File: config.mk
export PLATFORM = sky130hd
export DESIGN_NAME = fft_stage_ctrl
export DESIGN_NICKNAME = d
export VERILOG_FILES = /design/src/rtl/fft_stage_ctrl_pkg.sv /design/src/rtl/fft_bf_addr.sv /design/src/rtl/fft_stage_ctrl.sv
export SDC_FILE = /design/constraint.sdc
export NUM_CORES = 1
export LEC_CHECK = 0
export CORE_MARGIN = 2
export CORE_UTILIZATION = 54
export DETAILED_ROUTE_END_ITERATION = 8
export GPL_TIMING_DRIVEN = 0
export PLACE_DENSITY = 0.78
export REMOVE_ABC_BUFFERS = 1
export SYNTH_ARGS = -nofsm -noshare
export SYNTH_HDL_FRONTEND = slang
export SYNTH_SLANG_ARGS = --single-unit
File: constraint.sdc
create_clock -name i_clk -period 4.38 [get_ports i_clk]
set_input_delay 0.438 -clock i_clk [delete_from_list [all_inputs] [get_ports i_clk]]
set_output_delay 0.438 -clock i_clk [all_outputs]
set_load 0.02 [all_outputs]
File: src/rtl/fft_stage_ctrl_pkg.sv
// Shared definitions for the in-place FFT stage controller.
// This package holds the FSM state encoding, the default configuration
// constants and small helpers for deriving widths and bank selection.
package fft_stage_ctrl_pkg;

   // Default configuration: a 32-point FFT.
   localparam int N_DEF = 32;
   localparam int R_DEF = 5;

   // Number of butterflies per stage.
   function automatic int half_of(input int n);
      return n / 2;
   endfunction

   // Width of the stage counter, which counts R-1 down to 0.
   function automatic int stage_w(input int r);
      return (r <= 2) ? 1 : $clog2(r);
   endfunction

   localparam int HALF = half_of(N_DEF);
   localparam int S_W  = stage_w(R_DEF);

   // Bank of a data index: even parity lives in bank0, odd parity in bank1.
   function automatic logic bank_of(input logic [31:0] x);
      return ^x;
   endfunction

   // Controller states.
   typedef enum logic [2:0] {
      ST_IDLE = 3'd0,
      ST_RD   = 3'd1,
      ST_LAT  = 3'd2,
      ST_WAIT = 3'd3,
      ST_WR   = 3'd4,
      ST_ADV  = 3'd5,
      ST_DONE = 3'd6
   } fsm_state_e;

endpackage

File: src/rtl/fft_bf_addr.sv
// Butterfly address generator (purely combinational).
// From stage s and butterfly b it forms the top index a (b with a zero
// inserted at bit s) and the bottom index a | 2^s, maps both onto the two
// parity-interleaved banks and derives the twiddle ROM index.
module fft_bf_addr
   import fft_stage_ctrl_pkg::*;
#(
   parameter int R  = 5,
   parameter int SW = 3
) (
   input  logic [SW-1:0] i_s,
   input  logic [R-2:0]  i_b,
   output logic [R-2:0]  o_m0_addr,
   output logic [R-2:0]  o_m1_addr,
   output logic          o_swap,
   output logic [R-2:0]  o_tw_addr
);

   localparam logic [SW-1:0] S_MAX = SW'(R - 1);

   logic [R-1:0]  b_ext_s;
   logic [R-1:0]  one_s;
   logic [R-1:0]  top_s;
   logic [R-1:0]  bot_s;
   logic [R-2:0]  one_lo_s;
   logic [R-2:0]  mask_lo_s;
   logic [R-2:0]  low_b_s;
   logic [SW-1:0] tw_shamt_s;
   logic          top_bank_s;
   logic          bot_bank_s;

   // Index arithmetic, bank mapping and twiddle index.
   always_comb begin
      b_ext_s    = {1'b0, i_b};
      one_s      = R'(1) << i_s;
      // In R-1 bits, 1<<(R-1) wraps to zero so the mask becomes all ones,
      // which is exactly the low-bit mask needed for the first stage.
      one_lo_s   = (R-1)'(1) << i_s;
      mask_lo_s  = one_lo_s - (R-1)'(1);
      low_b_s    = i_b & mask_lo_s;
      top_s      = (((b_ext_s >> i_s) << i_s) << 1) | {1'b0, low_b_s};
      bot_s      = top_s | one_s;
      top_bank_s = bank_of(32'(top_s));
      bot_bank_s = bank_of(32'(bot_s));
      tw_shamt_s = S_MAX - i_s;
      o_tw_addr  = low_b_s << tw_shamt_s;
      o_swap     = top_bank_s;
      if (top_bank_s == 1'b0) begin
         o_m0_addr = top_s[R-2:0];
      end else begin
         o_m0_addr = bot_s[R-2:0];
      end
      if (bot_bank_s == 1'b1) begin
         o_m1_addr = bot_s[R-2:0];
      end else begin
         o_m1_addr = top_s[R-2:0];
      end
   end

endmodule

File: src/rtl/fft_stage_ctrl.sv
// Sequencer for one in-place radix-2 DIF FFT pass over two memory banks.
// Walks stages R-1..0 and butterflies 0..N/2-1, issuing read, butterfly
// start, wait-for-result and write-back for each butterfly. All outputs
// are registered; they are decoded from the next state so that they line
// up with the state the FSM is in.
module fft_stage_ctrl
   import fft_stage_ctrl_pkg::*;
#(
   parameter int N = N_DEF,
   parameter int R = R_DEF
) (
   input  logic       i_clk,
   input  logic       i_rst,
   input  logic       i_start,
   input  logic       i_bf_done,
   output logic       o_busy,
   output logic       o_done,
   output logic       o_m0_r_en,
   output logic       o_m1_r_en,
   output logic       o_m0_w_en,
   output logic       o_m1_w_en,
   output logic [R-2:0] o_m0_addr,
   output logic [R-2:0] o_m1_addr,
   output logic       o_swap,
   output logic [R-2:0] o_tw_addr,
   output logic       o_bf_start
);

   localparam int HALF_N = half_of(N);
   localparam int SW     = stage_w(R);
   localparam int BW     = R - 1;
   localparam logic [SW-1:0] S_TOP  = SW'(R - 1);
   localparam logic [BW-1:0] B_LAST = BW'(HALF_N - 1);

   fsm_state_e    state_q, state_d;
   logic [SW-1:0] s_q, s_d;
   logic [BW-1:0] b_q, b_d;

   logic          busy_q, busy_d;
   logic          done_q, done_d;
   logic          r_en_q, r_en_d;
   logic          w_en_q, w_en_d;
   logic          bf_start_q, bf_start_d;
   logic          swap_q, swap_d;
   logic [BW-1:0] m0_addr_q, m0_addr_d;
   logic [BW-1:0] m1_addr_q, m1_addr_d;
   logic [BW-1:0] tw_q, tw_d;

   logic [BW-1:0] nx_m0_s, nx_m1_s, nx_tw_s;
   logic          nx_swap_s;
   logic          addr_vld_s;

   // Addresses are generated for the upcoming counters so they register
   // together with the state that uses them.
   fft_bf_addr #(
      .R  (R),
      .SW (SW)
   ) u_bf_addr (
      .i_s       (s_d),
      .i_b       (b_d),
      .o_m0_addr (nx_m0_s),
      .o_m1_addr (nx_m1_s),
      .o_swap    (nx_swap_s),
      .o_tw_addr (nx_tw_s)
   );

   // Next-state and stage/butterfly counter logic.
   always_comb begin
      state_d = state_q;
      s_d     = s_q;
      b_d     = b_q;
      case (state_q)
         ST_IDLE: begin
            if (i_start) begin
               state_d = ST_RD;
               s_d     = S_TOP;
               b_d     = '0;
            end else begin
               state_d = ST_IDLE;
            end
         end
         ST_RD:   state_d = ST_LAT;
         ST_LAT:  state_d = ST_WAIT;
         ST_WAIT: begin
            if (i_bf_done) begin
               state_d = ST_WR;
            end else begin
               state_d = ST_WAIT;
            end
         end
         ST_WR:   state_d = ST_ADV;
         ST_ADV: begin
            if ((s_q == '0) && (b_q == B_LAST)) begin
               state_d = ST_DONE;
            end else if (b_q == B_LAST) begin
               state_d = ST_RD;
               b_d     = '0;
               s_d     = s_q - SW'(1);
            end else begin
               state_d = ST_RD;
               b_d     = b_q + BW'(1);
            end
         end
         ST_DONE: begin
            state_d = ST_IDLE;
            s_d     = S_TOP;
            b_d     = '0;
         end
         default: begin
            state_d = ST_IDLE;
            s_d     = S_TOP;
            b_d     = '0;
         end
      endcase
   end

   // Output decode for the state being entered.
   always_comb begin
      busy_d     = (state_d != ST_IDLE);
      done_d     = (state_d == ST_DONE);
      r_en_d     = (state_d == ST_RD);
      w_en_d     = (state_d == ST_WR);
      bf_start_d = (state_d == ST_LAT);
      addr_vld_s = (state_d == ST_RD) || (state_d == ST_LAT) ||
                   (state_d == ST_WAIT) || (state_d == ST_WR);
      if (addr_vld_s) begin
         m0_addr_d = nx_m0_s;
         m1_addr_d = nx_m1_s;
         swap_d    = nx_swap_s;
         tw_d      = nx_tw_s;
      end else begin
         m0_addr_d = '0;
         m1_addr_d = '0;
         swap_d    = 1'b0;
         tw_d      = '0;
      end
   end

   // State, counters and registered outputs; reset abandons any pass.
   always_ff @(posedge i_clk) begin
      if (i_rst) begin
         state_q    <= ST_IDLE;
         s_q        <= S_TOP;
         b_q        <= '0;
         busy_q     <= 1'b0;
         done_q     <= 1'b0;
         r_en_q     <= 1'b0;
         w_en_q     <= 1'b0;
         bf_start_q <= 1'b0;
         swap_q     <= 1'b0;
         m0_addr_q  <= '0;
         m1_addr_q  <= '0;
         tw_q       <= '0;
      end else begin
         state_q    <= state_d;
         s_q        <= s_d;
         b_q        <= b_d;
         busy_q     <= busy_d;
         done_q     <= done_d;
         r_en_q     <= r_en_d;
         w_en_q     <= w_en_d;
         bf_start_q <= bf_start_d;
         swap_q     <= swap_d;
         m0_addr_q  <= m0_addr_d;
         m1_addr_q  <= m1_addr_d;
         tw_q       <= tw_d;
      end
   end

   assign o_busy     = busy_q;
   assign o_done     = done_q;
   assign o_m0_r_en  = r_en_q;
   assign o_m1_r_en  = r_en_q;
   assign o_m0_w_en  = w_en_q;
   assign o_m1_w_en  = w_en_q;
   assign o_bf_start = bf_start_q;
   assign o_swap     = swap_q;
   assign o_m0_addr  = m0_addr_q;
   assign o_m1_addr  = m1_addr_q;
   assign o_tw_addr  = tw_q;

endmodule

==> flow_summary.yaml, run 1 <==
status:
  status: "finished clean"
logic_synthesis:
  synthTopCellsByArea: "dfxtp_1 33%, ha_1 6.6%, nor2_1 4.6%"
  syn_area_mm2: 0.00171
  ys_warn_count: 0
  synth_commonest_cells: "28 x dfxtp_1, 21 x nor2_1, 14 x a21oi_1"
  async_reset_ff_share_pct: 0
  yosysMostFrequentCell: "dfxtp_1"
  avgSynthCellArea_um2: 8.92
  synth_largest_area_cell: "dfxtp_1"
  synth_edf_count: 0
  synth_top_cell_area_share_pct: 32.7
  ys_types: 55
  synth_seq_cells: 28
  synth_flop_cell: "dfxtp_1"
  syn_inst: 192
  synth-seq-area-share_pct: 32.7
pwr:
  powerDensity_mw_per_mm2: 231
  swShare_pct: 26.1
  p_int_mw: 0.339
  clockPowerShare_pct: 28.0
  power_frac_comb_pct: 12.7
  sequentialPowerShare_pct: 59.3
  leakagePower_nw: 0.780
  irDropWorstVdd_uv: 105
  p_sw_mw: 0.120
timing:
  fin_hold_ws_ps: 655
  post-route-period-util_pct: 90.0
  rsz0062_at_grt: "no"
  tns_ps: 0
  worstMarginPinSlew_ps: 566
  fin_crit_ps: 3940
  hold_viol: 0
  max_freq_mhz: 254
  setup_viol: 0
  setup_ws_ps: 437
  timing.slew.headroom_pct: 62.2
  skew_ps: 6.99
  finalMaxSlewViolations: 0
layout:
  area_delta_synth_final_pct: 16.0
  fin_nets: 225
  drive_above_1_share_pct: 11.8
  antenna_cells: 0
  num-fill-cells: 242
setup_path:
  cp-start-kind: "flip-flop"
  cp_max_fo: 18
  r2r_end: "o_m1_addr[1]"
  crit_path_start: "state_q[2]"
  arrival_ps: 4180
  rr_startpoint: "state_q[2]"
  cp-end-kind: "flip-flop"
  rrSetupSlack_ps: 440
  path_class: "flip-flop to flip-flop"
  worstPathRequired_ps: 4610
  ff2ff_path_depth: 14
min_path:
  hold_depth: 2
  worstHoldStart: "s_q[1]"
  hp-class: "flip-flop to flip-flop"
  whs_endpoint: "s_q[1]"
floorplan:
  rows: 20
  coreArea_mm2: 0.00303
  die_area_mm2: 0.00364
  die_height_um: 60.3
  die_w_um: 60.3
  io_pins: 24
  initial_core_util_pct: 56.6
route:
  vias: 1464
  drt-total-wl_um: 3560
  ant_nets: 0
  first_iter_violations: 44
  wl_per_cell_um: 14.0
  drt_pass1_iterations: 4
  vias_per_cell: 5.74
  drc: 0
clock_network:
  clk_path_buf_depth: 2
  cts_tree: "built"
  cts_buffers: 3
  holdBufCountCts: 0
  post_cts_buffers: 0
  cts_resized: 0
  path_clk_slew_ps: 150
  htreeDepth: 1
  clock_sinks: 28
  insertion_delay_ps: 340
  cts_root_buffer: "clkbuf_4"
placed_design:
  place_ws_ps: 135
  dp_hpwl_um: 2700
  port_buffers: 23
  place.gp.congestion: 0.892
grt:
  grt_max_degree: 19
  track_usage_pct: 22.0
  grt-ovfl-total: 0
  grt_pass1_vias: 1327
  antenna_found_initial: 0
  grt_pass1_wl_um: 6030
job:
  cap_violations: 0
==> metal layers <==
metal	wire [um]	up-vias	global-route usage, %	part of all wire (%)
met5	0	-	0	0
met4	70	0	7.62	2.0
met3	192	7	3.68	5.4
met2	1720	51	37.1	48
met1	1580	674	28.3	44
li1	-	732	-	-
==> worst max-delay path by stage <==
stage	end	slack, ps	cells past startpoint
after floorplan	o_m1_addr[1]	1040	14
after global placement	o_m1_addr[1]	250	15
after detailed placement	o_m1_addr[1]	130	15
after CTS	o_m1_addr[1]	470	14
after global routing	o_m1_addr[2]	140	14
final	o_m1_addr[1]	440	14
==> area by class of cell <==
class	count	area [um^2]	share of cell area, %
sequential	28	561	28.2
multi-input combinational	148	1070	54.1
tap	44	55.1	2.77
inverter	8	30.0	1.51
timing repair buffer	23	230	11.6
clock buffer	4	36.3	1.83
==> metrics by stage <==
| step | power, mW | instances | utilization, % | cell area (um^2) |
|---|---|---|---|---|
| final | 0.458 | 255 | 65.6 | 1990 |
| after global routing | 0.476 | 255 | 65.6 | 1990 |
| after CTS | 0.461 | 255 | 65.6 | 1990 |
| after floorplan | 0.313 | 184 | - | 1670 |
| after global placement | 0.333 | 251 | 64.4 | 1950 |
| after detailed placement | 0.334 | 251 | 64.4 | 1950 |
==> power groups by stage <==
stage / registers, mW / logic [mW] / clock network, mW
2_1_floorplan: 0.282 / 0.0311 / 0
3_3_place_gp: 0.277 / 0.0564 / 0
3_5_place_dp: 0.277 / 0.0576 / 0
4_1_cts: 0.271 / 0.0582 / 0.132
5_1_grt: 0.273 / 0.0638 / 0.140
6_report: 0.272 / 0.0584 / 0.128
==> sequential cells by signal, indices dropped and copies added (netlist names) <==
name        flops
o_bf_start      1
o_m0_addr       4
b_q             4
o_busy          1
o_m0_w_en       1
o_swap          1
o_done          1
s_q             3
o_tw_addr       4
state_q         3
o_m1_addr       4
o_m0_r_en       1
==> critical path: stages, from the launching register on <==
cell and delay (ps):
dfxtp_1 510, nor4b_4 450, nor2_2 110, or2_4 280, a21oi_4 270, ha_1 220, ha_1 270, inv_1 130
ha_1 330, a21oi_1 280, a41oi_2 140, a31oi_1 370, xnor2_2 120, xnor2_2 240, o22ai_1 120
==> cell usage in the layout, fill, tap and decap left out, drive strengths merged, types with 2 or more instances in the layout <==
cell           count
o21ai              6
o21a               2
nand2             12
nor4               2
o31ai              3
mux2i              3
clkdlybuf4s50     23
a21o               3
ha                 9
clkbuf             4
nor3               6
nand2b             3
and3               3
xnor2              8
o21bai             3
o22ai              2
o211ai             3
or3                2
dfxtp             28
a21oi             18
a211o              2
a211oi             3
nor2              22
or2                3
o211a              2
inv                8
a31oi              3
nand3              9
xor2               2
==> cell families after synthesis <==
kind of cell | after synthesis | share of synthesized area (%)
and+or+nand+nor | 69 | 20.7
AOI/OAI and AO/OA | 57 | 27.2
DFF | 28 | 32.7
buffers and inverters | 16 | 4.53
xor gates and xnor gates | 10 | 6.43
adders and majority gates | 9 | 6.57
muxes | 3 | 1.75
(Power assumes the default switching activity.)
==> inputs of run 2 (changes only) <==
--- a/config.mk
+++ b/config.mk
@@ -5,8 +5,10 @@
 export SDC_FILE = /design/constraint.sdc
 export NUM_CORES = 1
 export LEC_CHECK = 0
+export CELL_PAD_IN_SITES_DETAIL_PLACEMENT = 0
+export CELL_PAD_IN_SITES_GLOBAL_PLACEMENT = 1
 export CORE_MARGIN = 2
-export CORE_UTILIZATION = 54
+export CORE_UTILIZATION = 41
 export DETAILED_ROUTE_END_ITERATION = 8
 export GPL_TIMING_DRIVEN = 0
 export PLACE_DENSITY = 0.78
==> flow_summary.yaml, run 2 (synthesis gave the netlist of run 1 again) <==
status:
  status: "finished clean"
grt:
  track_usage_pct: 18.6
  antenna_found_initial: 0
  grt_pass1_wl_um: 6590
  grt_max_degree: 19
  grt_pass1_vias: 1429
  grt-ovfl-total: 0
floorplan:
  die_w_um: 68.6
  rows: 23
  coreArea_mm2: 0.00400
  initial_core_util_pct: 42.8
  io_pins: 24
  die_area_mm2: 0.00471
  die_height_um: 68.6
setup_path:
  cp_num_buf_inv: 1
  arrival_ps: 4110
  r2r_end: "o_m1_addr[1]"
  cp-start-kind: "flip-flop"
  cp_top_family: "compound AO/OA/AOI/OAI gates"
  worstPathRequired_ps: 4540
  rr_startpoint: "state_q[1]"
  cp_max_fo: 15
  rrSetupSlack_ps: 420
  crit_path_frequent_cell: "ha_1"
  cp-end-kind: "flip-flop"
  path_class: "flip-flop to flip-flop"
  crit_path_max_incr_delay_ps: 670
  path_cells: "nand3b_1 -> a21oi_1 -> or2_4 -> a21oi_4 -> ha_1 -> ha_1 -> inv_1 -> ha_1 -> a21oi_1 -> a41oi_2 -> a31oi_1 -> xnor2_2 -> xnor2_2 -> o22ai_1"
  crit_path_start: "state_q[1]"
  ff2ff_path_depth: 14
  cp_slowest_cell: "dfxtp_1"
layout:
  num-fill-cells: 379
  final_cell_mix: "28 x dfxtp_1, 23 x clkdlybuf4s50_1, 21 x nor2_1"
  area_delta_synth_final_pct: 18.5
  drive_above_1_share_pct: 11.8
  fin_nets: 225
  antenna_cells: 0
  fin_util_pct: 50.7
  multi_input_area_mm2: 0.00107
  seq_area_um2: 561
  final_common_cell: "dfxtp_1"
placed_design:
  place.gp.congestion: 0.822
  dp_hpwl_um: 3030
  port_buffers: 23
route:
  drc: 0
  wl_met3_um: 128
  drt_pass1_iterations: 4
  ant_nets: 0
  vias_per_cell: 5.64
  first_iter_violations: 63
  vias: 1472
  wl_met2_um: 1950
  top_layer: "met4"
  met1_length_um: 1820
  wl_per_cell_um: 15.0
  drt-total-wl_um: 3920
pwr:
  total_power_mw: 0.537
  power_frac_comb_pct: 10.9
  clockPowerShare_pct: 38.5
  sequentialPowerShare_pct: 50.6
  irDropWorstVdd_uv: 114
  leakagePower_nw: 0.795
  swShare_pct: 23.7
  p_sw_mw: 0.128
  powerDensity_mw_per_mm2: 265
  p_int_mw: 0.410
job:
  cap_violations: 0
timing:
  fin_crit_ps: 3960
  worstMarginPinSlew_ps: 613
  finalMaxSlewViolations: 0
  hold_viol: 0
  timing.slew.headroom_pct: 59.1
  tns_ps: 0
  post-route-period-util_pct: 90.3
  max_freq_mhz: 253
  skew_ps: 5.20
  rsz0062_at_grt: "no"
  setup_viol: 0
clock_network:
  holdBufCountCts: 0
  insertion_delay_ps: 280
  post_cts_buffers: 0
  cts_buffers: 3
  clk_path_buf_depth: 2
  path_clk_slew_ps: 100
  clock_sinks: 28
  cts_tree: "built"
  htreeDepth: 1
  cts_resized: 0
  cts_root_buffer: "clkbuf_8"
min_path:
  hold_depth: 2
  whs_endpoint: "s_q[1]"
  hp-class: "flip-flop to flip-flop"
  worstHoldStart: "s_q[1]"
## run 2: worst reg2reg max path, delay by kind of cell (launching register included)
family          cells  cell delay, ps
xor+xnor            2             390
fa+ha+maj           3             790
compound gates      6            1210
simple gates        2             630
flops               1             670
buf+inv             1             140
## run 2: through the flow
stage	setup WS (ps)	hold slack [ps]	cells	cell area (um^2)
2_1_floorplan	1040	510	184	1670
3_3_place_gp	245	607	257	1960
3_5_place_dp	131	627	257	1960
4_1_cts	443	654	261	2030
5_1_grt	92.6	718	261	2030
6_report	423	644	261	2030
## run 2: final cells by class
| class | count | area share (%) |
|---|---|---|
| sequential | 28 | 27.6 |
| clock buffer | 3 | 2.03 |
| multi-input combinational | 148 | 53.0 |
| clock inverter | 1 | 1.48 |
| inverter | 8 | 1.48 |
| timing repair buffer | 23 | 11.3 |
| tap | 50 | 3.08 |
## run 2: power by group through the flow
stage | logic, mW | registers (mW) | clock network, mW
after CTS | 0.0590 | 0.272 | 0.216
after global routing | 0.0647 | 0.274 | 0.224
after floorplan | 0.0311 | 0.282 | 0
final | 0.0586 | 0.272 | 0.207
after global placement | 0.0580 | 0.277 | 0
after detailed placement | 0.0588 | 0.277 | 0
## run 2: how the worst max path moves through the flow
| stage | to | slack, ps | depth (start not counted) |
|---|---|---|---|
| 4_1_cts | o_m1_addr[2] | 440 | 15 |
| 6_report | o_m1_addr[1] | 420 | 14 |
| 3_5_place_dp | o_m1_addr[1] | 130 | 15 |
| 5_1_grt | o_m1_addr[1] | 90 | 12 |
| 2_1_floorplan | o_m1_addr[1] | 1040 | 14 |
| 3_3_place_gp | o_m1_addr[1] | 240 | 15 |
## run 2: routing by layer
metal	track usage [%]	up-vias
met5	0	-
met4	5.25	0
met3	2.44	2
met2	32.6	33
met1	23.8	712
li1	-	725
